===== src/rtl/keyboard_fifo.sv =====
// PS/2 keyboard receiver with glitch filter, make/break/extended decode and event FIFO.
// Latency: event pushed the cycle after the stop-bit edge; out_valid rises one cycle later.
// Backpressure: out_ready low holds the head; a push into a full FIFO without a pop is dropped and flagged.
//
// Ports:
//   clk, rst_n            system clock, synchronous active-low reset
//   key_clk, key_data     raw PS/2 lines (asynchronous)
//   out_valid/out_ready   FIFO head handshake (first-word fall-through)
//   keycode, key_status   head scancode; {4'b0, parity_err, overflow, extended, is_break}
//   clr_err               clears sticky parity_err/overflow
// Optional feature: define KEYBOARD_PARITY_CHECK_EN to discard bad-parity bytes and flag them.

module keyboard_fifo #(
  parameter int DEPTH      = 16,
  parameter int FILTER_LEN = 8,
  parameter int TIMEOUT    = 5000
) (
  input  logic       clk,
  input  logic       rst_n,
  input  logic       key_clk,
  input  logic       key_data,
  output logic       out_valid,
  input  logic       out_ready,
  output logic [7:0] keycode,
  output logic [7:0] key_status,
  input  logic       clr_err
);

  localparam int AW = (DEPTH > 1) ? $clog2(DEPTH) : 1;
  localparam int FW = $clog2(FILTER_LEN + 1);
  localparam int TW = $clog2(TIMEOUT + 1);

  localparam logic [FW-1:0] FILT_LAST = FW'(FILTER_LEN - 1);
  localparam logic [TW-1:0] TMO_LAST  = TW'(TIMEOUT - 1);
  localparam logic [AW:0]   FULL_CNT  = (AW + 1)'(DEPTH);

  typedef enum logic [1:0] {IDLE, DATA, PARITY, STOP} rx_state_t;

  // Two-flop synchronizers; idle PS/2 lines are high, so reset to 1.
  logic kc_meta_q, kc_sync_q, kd_meta_q, kd_sync_q;

  always_ff @(posedge clk) begin
    if (!rst_n) begin
      kc_meta_q <= 1'b1;
      kc_sync_q <= 1'b1;
      kd_meta_q <= 1'b1;
      kd_sync_q <= 1'b1;
    end else begin
      kc_meta_q <= key_clk;
      kc_sync_q <= kc_meta_q;
      kd_meta_q <= key_data;
      kd_sync_q <= kd_meta_q;
    end
  end

  // Glitch filter: the filtered level flips on the FILTER_LEN-th consecutive
  // synchronized sample that disagrees with it.
  logic          filt_q;
  logic [FW-1:0] fcnt_q;
  logic          filt_flip;
  logic          fall;

  assign filt_flip = (kc_sync_q != filt_q) && (fcnt_q == FILT_LAST);
  assign fall      = filt_flip && filt_q;

  always_ff @(posedge clk) begin
    if (!rst_n) begin
      filt_q <= 1'b1;
      fcnt_q <= '0;
    end else if (kc_sync_q == filt_q) begin
      fcnt_q <= '0;
    end else if (filt_flip) begin
      filt_q <= kc_sync_q;
      fcnt_q <= '0;
    end else begin
      fcnt_q <= fcnt_q + FW'(1);
    end
  end

  // Receiver FSM
  rx_state_t     state_q, state_d;
  logic [2:0]    bitcnt_q;
  logic [7:0]    shift_q;
  logic [TW-1:0] tmo_q;
  logic          par_ok;
  logic          frame_ok;
  logic          perr_set;

`ifdef KEYBOARD_PARITY_CHECK_EN
  logic par_q;
  // Odd parity: data bits plus parity bit must contain an odd number of ones.
  assign par_ok = ^{shift_q, par_q};
`else
  assign par_ok = 1'b1;
`endif

  always_comb begin
    state_d  = state_q;
    frame_ok = 1'b0;
    perr_set = 1'b0;
    case (state_q)
      IDLE:   if (fall && !kd_sync_q) state_d = DATA;
      DATA:   if (fall && bitcnt_q == 3'd7) state_d = PARITY;
      PARITY: if (fall) state_d = STOP;
      STOP: begin
        if (fall) begin
          state_d = IDLE;
          // A bad stop bit drops the frame silently.
          if (kd_sync_q) begin
            frame_ok = par_ok;
            perr_set = !par_ok;
          end
        end
      end
      default: state_d = IDLE;
    endcase
    // Stalled partial frame: give up and wait for a fresh start bit.
    if (state_q != IDLE && !fall && tmo_q == TMO_LAST) state_d = IDLE;
  end

  always_ff @(posedge clk) begin
    if (!rst_n) begin
      state_q  <= IDLE;
      bitcnt_q <= '0;
      shift_q  <= '0;
      tmo_q    <= '0;
    end else begin
      state_q <= state_d;
      if (state_q == IDLE || fall) tmo_q <= '0;
      else if (tmo_q != TMO_LAST) tmo_q <= tmo_q + TW'(1);
      if (state_q == IDLE) bitcnt_q <= '0;
      if (state_q == DATA && fall) begin
        shift_q  <= {kd_sync_q, shift_q[7:1]};
        bitcnt_q <= bitcnt_q + 3'd1;
      end
    end
  end

`ifdef KEYBOARD_PARITY_CHECK_EN
  always_ff @(posedge clk) begin
    if (!rst_n) par_q <= 1'b0;
    else if (state_q == PARITY && fall) par_q <= kd_sync_q;
  end
`endif

  // Byte decode, one cycle after the stop edge
  logic       byte_vld_q;
  logic [7:0] byte_q;
  logic       brk_pend_q, ext_pend_q;
  logic       is_f0, is_e0, push;
  logic [9:0] push_dat;

  assign is_f0    = (byte_q == 8'hF0);
  assign is_e0    = (byte_q == 8'hE0);
  assign push     = byte_vld_q && !is_f0 && !is_e0;
  assign push_dat = {ext_pend_q, brk_pend_q, byte_q};

  always_ff @(posedge clk) begin
    if (!rst_n) begin
      byte_vld_q <= 1'b0;
      byte_q     <= '0;
      brk_pend_q <= 1'b0;
      ext_pend_q <= 1'b0;
    end else begin
      byte_vld_q <= frame_ok;
      if (frame_ok) byte_q <= shift_q;
      if (byte_vld_q) begin
        if (is_f0) brk_pend_q <= 1'b1;
        else if (is_e0) ext_pend_q <= 1'b1;
        else begin
          brk_pend_q <= 1'b0;
          ext_pend_q <= 1'b0;
        end
      end
    end
  end

  // Event FIFO, first-word fall-through
  logic [9:0]    mem_q [DEPTH];
  logic [AW-1:0] wr_ptr_q, rd_ptr_q;
  logic [AW:0]   cnt_q;
  logic          full, pop, wr_en, ovf_set;
  logic [9:0]    head;

  assign full      = (cnt_q == FULL_CNT);
  assign out_valid = (cnt_q != '0);
  assign pop       = out_valid && out_ready;
  // Full FIFO still accepts a push when the head leaves in the same cycle.
  assign wr_en     = push && (!full || pop);
  assign ovf_set   = push && full && !pop;
  assign head      = mem_q[rd_ptr_q];

  always_ff @(posedge clk) begin
    if (wr_en) mem_q[wr_ptr_q] <= push_dat;
  end

  always_ff @(posedge clk) begin
    if (!rst_n) begin
      wr_ptr_q <= '0;
      rd_ptr_q <= '0;
      cnt_q    <= '0;
    end else begin
      if (wr_en) wr_ptr_q <= wr_ptr_q + AW'(1);
      if (pop)   rd_ptr_q <= rd_ptr_q + AW'(1);
      case ({wr_en, pop})
        2'b10:   cnt_q <= cnt_q + (AW + 1)'(1);
        2'b01:   cnt_q <= cnt_q - (AW + 1)'(1);
        default: cnt_q <= cnt_q;
      endcase
    end
  end

  // Sticky error flags; a new error wins over a simultaneous clear.
  logic ovf_q;
  logic perr_bit;

  always_ff @(posedge clk) begin
    if (!rst_n) ovf_q <= 1'b0;
    else if (ovf_set) ovf_q <= 1'b1;
    else if (clr_err) ovf_q <= 1'b0;
  end

`ifdef KEYBOARD_PARITY_CHECK_EN
  logic perr_q;
  always_ff @(posedge clk) begin
    if (!rst_n) perr_q <= 1'b0;
    else if (perr_set) perr_q <= 1'b1;
    else if (clr_err) perr_q <= 1'b0;
  end
  assign perr_bit = perr_q;
`else
  logic unused_perr;
  assign unused_perr = perr_set;
  assign perr_bit    = 1'b0;
`endif

  assign keycode    = out_valid ? head[7:0] : 8'h00;
  assign key_status = {4'b0000, perr_bit, ovf_q, (out_valid ? head[9:8] : 2'b00)};

endmodule


===== config.mk =====
export PLATFORM = sky130hd
export DESIGN_NAME = keyboard_fifo
export DESIGN_NICKNAME = d
export VERILOG_FILES = /design/src/rtl/keyboard_fifo.sv
export SDC_FILE = /design/constraint.sdc
export NUM_CORES = 1
export LEC_CHECK = 0
export ABC_AREA = 1
export BUFFER_PORTS_ARGS = -buffer_cell sky130_fd_sc_hd__buf_4
export CAP_MARGIN = 20
export CELL_PAD_IN_SITES_DETAIL_PLACEMENT = 2
export CELL_PAD_IN_SITES_GLOBAL_PLACEMENT = 2
export CORE_MARGIN = 5
export CORE_UTILIZATION = 46
export CTS_BUF_LIST = sky130_fd_sc_hd__clkbuf_16
export DETAILED_ROUTE_END_ITERATION = 10
export PLACE_DENSITY = 0.86
export SYNTH_ARGS = -nofsm -noshare
export SYNTH_HDL_FRONTEND = slang
export SYNTH_SLANG_ARGS = --single-unit

===== constraint.sdc =====
create_clock -name clk -period 5.2 [get_ports clk]
set_clock_uncertainty 0.15 [all_clocks]
set_input_delay 0.26 -clock clk [delete_from_list [all_inputs] [get_ports clk]]
set_output_delay 0.26 -clock clk [all_outputs]
set_load 0.01 [all_outputs]

==> results_dict.tcl <==
set metrics [dict create \
    status "complete, no violations" \
    start_kind "flop" \
    end_kind "output pin" \
    cts_tree "built" \
    drt-initial-drc-count 451 \
    clockBufferDepth 3 \
    tns_ns 0 \
    final_util_pct 52.4 \
    die_area_um2 23200 \
    port_buffers 17 \
    ys_seq_area_share_pct 65.4 \
    synth_async_sr_flop_share_pct 0 \
    grt_use_met3_pct 4.63 \
    firstDrtPassIters 4 \
    drv_slew 0 \
    final_cell_mix "edfxtp_1 (160), nor2_1 (131), nand2_1 (74), inv_1 (62), dfxtp_1 (62)" \
    synth_edf_count 160 \
    synth_cell_types 39 \
    synthFlopType "edfxtp_1" \
    synth_top_area_share_pct 51.6 \
    min_period_ns 3.41 \
    routed_wl_um 32100 \
    final_area_um2 10500 \
    antenna_found_initial 1 \
    syn-cell-area_um2 9300 \
    grt_pass1_wl_um 48600 \
    ant_nets 0 \
    grt_util_met1_pct 32.5 \
    root_buffer "clkbuf_16" \
    synth_top_area_cell "edfxtp_1" \
    clk_pin_slew_ns 0.07 \
    grt_usage_pct 27.2 \
    hold_class "in2reg" \
    critical_path_class "reg2out" \
    power_density_nw_per_um2 457 \
    h-tree-depth 1 \
    core_um2 20100 \
    place.gp.congestion 0.785 \
    busiest_layer "met2" \
    synth_area_leaders "edfxtp_1 (52%), dfxtp_1 (14%), nor2_1 (5.3%)" \
    place_area_um2 9670 \
    post_cts_resized 0 \
    layout_commonest_cell "edfxtp_1" \
    setup_viol 0 \
    grt_pass1_vias 7728 \
    clk_latency_ns 0.53 \
    setup_ws_ns 1.79 \
    path_max_fanout 48 \
    cts_setup_buffers 0 \
    die_y_um 152 \
    cp.required_ns 4.79 \
    grt-ovfl-total 0 \
    maxCapViolations 0 \
    area_delta_synth_final_pct 13.3 \
    fp-row-count 52 \
    dp_slack_ns 1.86 \
    wire_per_inst_um 28.0 \
    slew_headroom_pct 28.6 \
    ys_seq_elements 224 \
    fin_crit_sh_pct 65.6 \
    slowest_delay_ns 0.71 \
    routed_via_density 5.95 \
    antennaDiodeCount 0 \
    netlist_instances 829 \
    cp_cell_sequence "buf_4, o21ai_0, o221ai_1, nand3_1, a21oi_1, buf_4" \
    cp_slowest_cell "dfxtp_2" \
    grt_max_degree 81 \
    vdd_drop_max_v 0.000324 \
    final_nets 880 \
    power.leakage_nw 3.92 \
    dpl.hpwl_um 18800 \
    cts_sinks 224 \
    crit_arrival_ns 3.00 \
    use_met2_pct 49.6 \
    drcViolationCount 0 \
    fmax_mhz 293 \
    die_w_um 152 \
    layout-drive-gt1-share_pct 11.8 \
    rsz0062_at_grt "no" \
    crit_path_frequent_cell "buf_4" \
    ys_warn_count 0 \
    cts_buffers 25 \
    tightest_slew_ns 1.07 \
    whs_ns 0.0899 \
    syn_avg_cell_area_um2 11.2 \
    hold_violations 0 \
    ios 23 \
    initial_utilization_pct 46.3 \
    dr_total_vias 6821 \
]
## critical path: cells and delay by family (launching register included)
| family | cells | cell delay, ns |
|---|---|---|
| AO/OA/AOI/OAI | 3 | 0.86 |
| buffers and inverters | 2 | 0.75 |
| flip-flops | 1 | 0.71 |
| AND/OR/NAND/NOR | 1 | 0.13 |
## logic make-up (layout without fill, tap and decap cells)
group / after synthesis / count (layout) / synth area share (%)
AO/OA/AOI/OAI: 206 / 206 / 13.9
XOR/XNOR: 3 / 3 / 0.282
adder cells (fa/ha/maj): 17 / 17 / 2.37
buffers and inverters: 107 / 150 / 5.04
flip-flops: 224 / 224 / 65.4
other: 1 / 5 / 0.0403
AND/OR/NAND/NOR: 271 / 271 / 12.9
## worst paths after layout
path | depth (start not counted) | endpoint | slack (ns) | from
worst max-delay path | 6 | key_status[0] | 1.79 | flop
worst max register to register | 8 | mem_q[2][8] | 1.94 | byte_q[3]
worst min-delay path | 5 | cnt_q[4] | 0.09 | out_ready
worst min register to register | 1 | kd_sync_q | 0.27 | kd_meta_q
## state kept, by name, summed over array words and instances, names as in the netlist, 3 cells and up, named ones only
| register | flops |
|---|---|
| mem_q | 160 |
| tmo_q | 13 |
| byte_q | 8 |
| shift_q | 8 |
| cnt_q | 5 |
| fcnt_q | 4 |
| rd_ptr_q | 4 |
| wr_ptr_q | 4 |
| bitcnt_q | 3 |
## power by group
part	internal, mW	switching [mW]
sequential	1.92	0.0558
combinational	0.369	0.720
clock	1.02	0.738
## synth_stat cells, types with 6 or more instances
cell type / count
nor2_1: 131
nand4_1: 8
nand3_1: 29
o221ai_1: 40
a21oi_1: 53
dfxtp_1: 64
ha_1: 16
clkbuf_1: 11
edfxtp_1: 160
nand2_1: 74
buf_4: 6
o21ai_1: 7
buf_2: 19
o21ai_0: 61
inv_1: 53
inv_2: 9
o21bai_1: 40
## area by class of cell
type / instances / area (um^2)
fill: 1972 / 9560
sequential: 224 / 6090
multi-input combinational: 502 / 2760
clock buffer: 25 / 626
tap: 270 / 338
timing repair buffer: 39 / 314
inverter: 65 / 245
clock inverter: 21 / 168
## per-stage QoR
step	power [mW]	std cells
6_report	4.82	1146
5_1_grt	5.02	1146
2_1_floorplan	2.66	833
3_3_place_gp	2.95	1092
3_5_place_dp	3.06	1092
4_1_cts	4.84	1142
## repair_timing
| item | CTS | global route |
|---|---|---|
| setup endpoints to repair | 0 | 0 |
| hold buffers | 4 | 0 |
| hold endpoints to repair | 9 | 0 |
## layer usage
metal	vias to the layer above	wire [um]
met2	207	17000
met1	3552	12500
met5	-	13
met4	2	1130
li1	2990	-
met3	70	1470
Note: power is estimated with default switching activity, not from simulation.
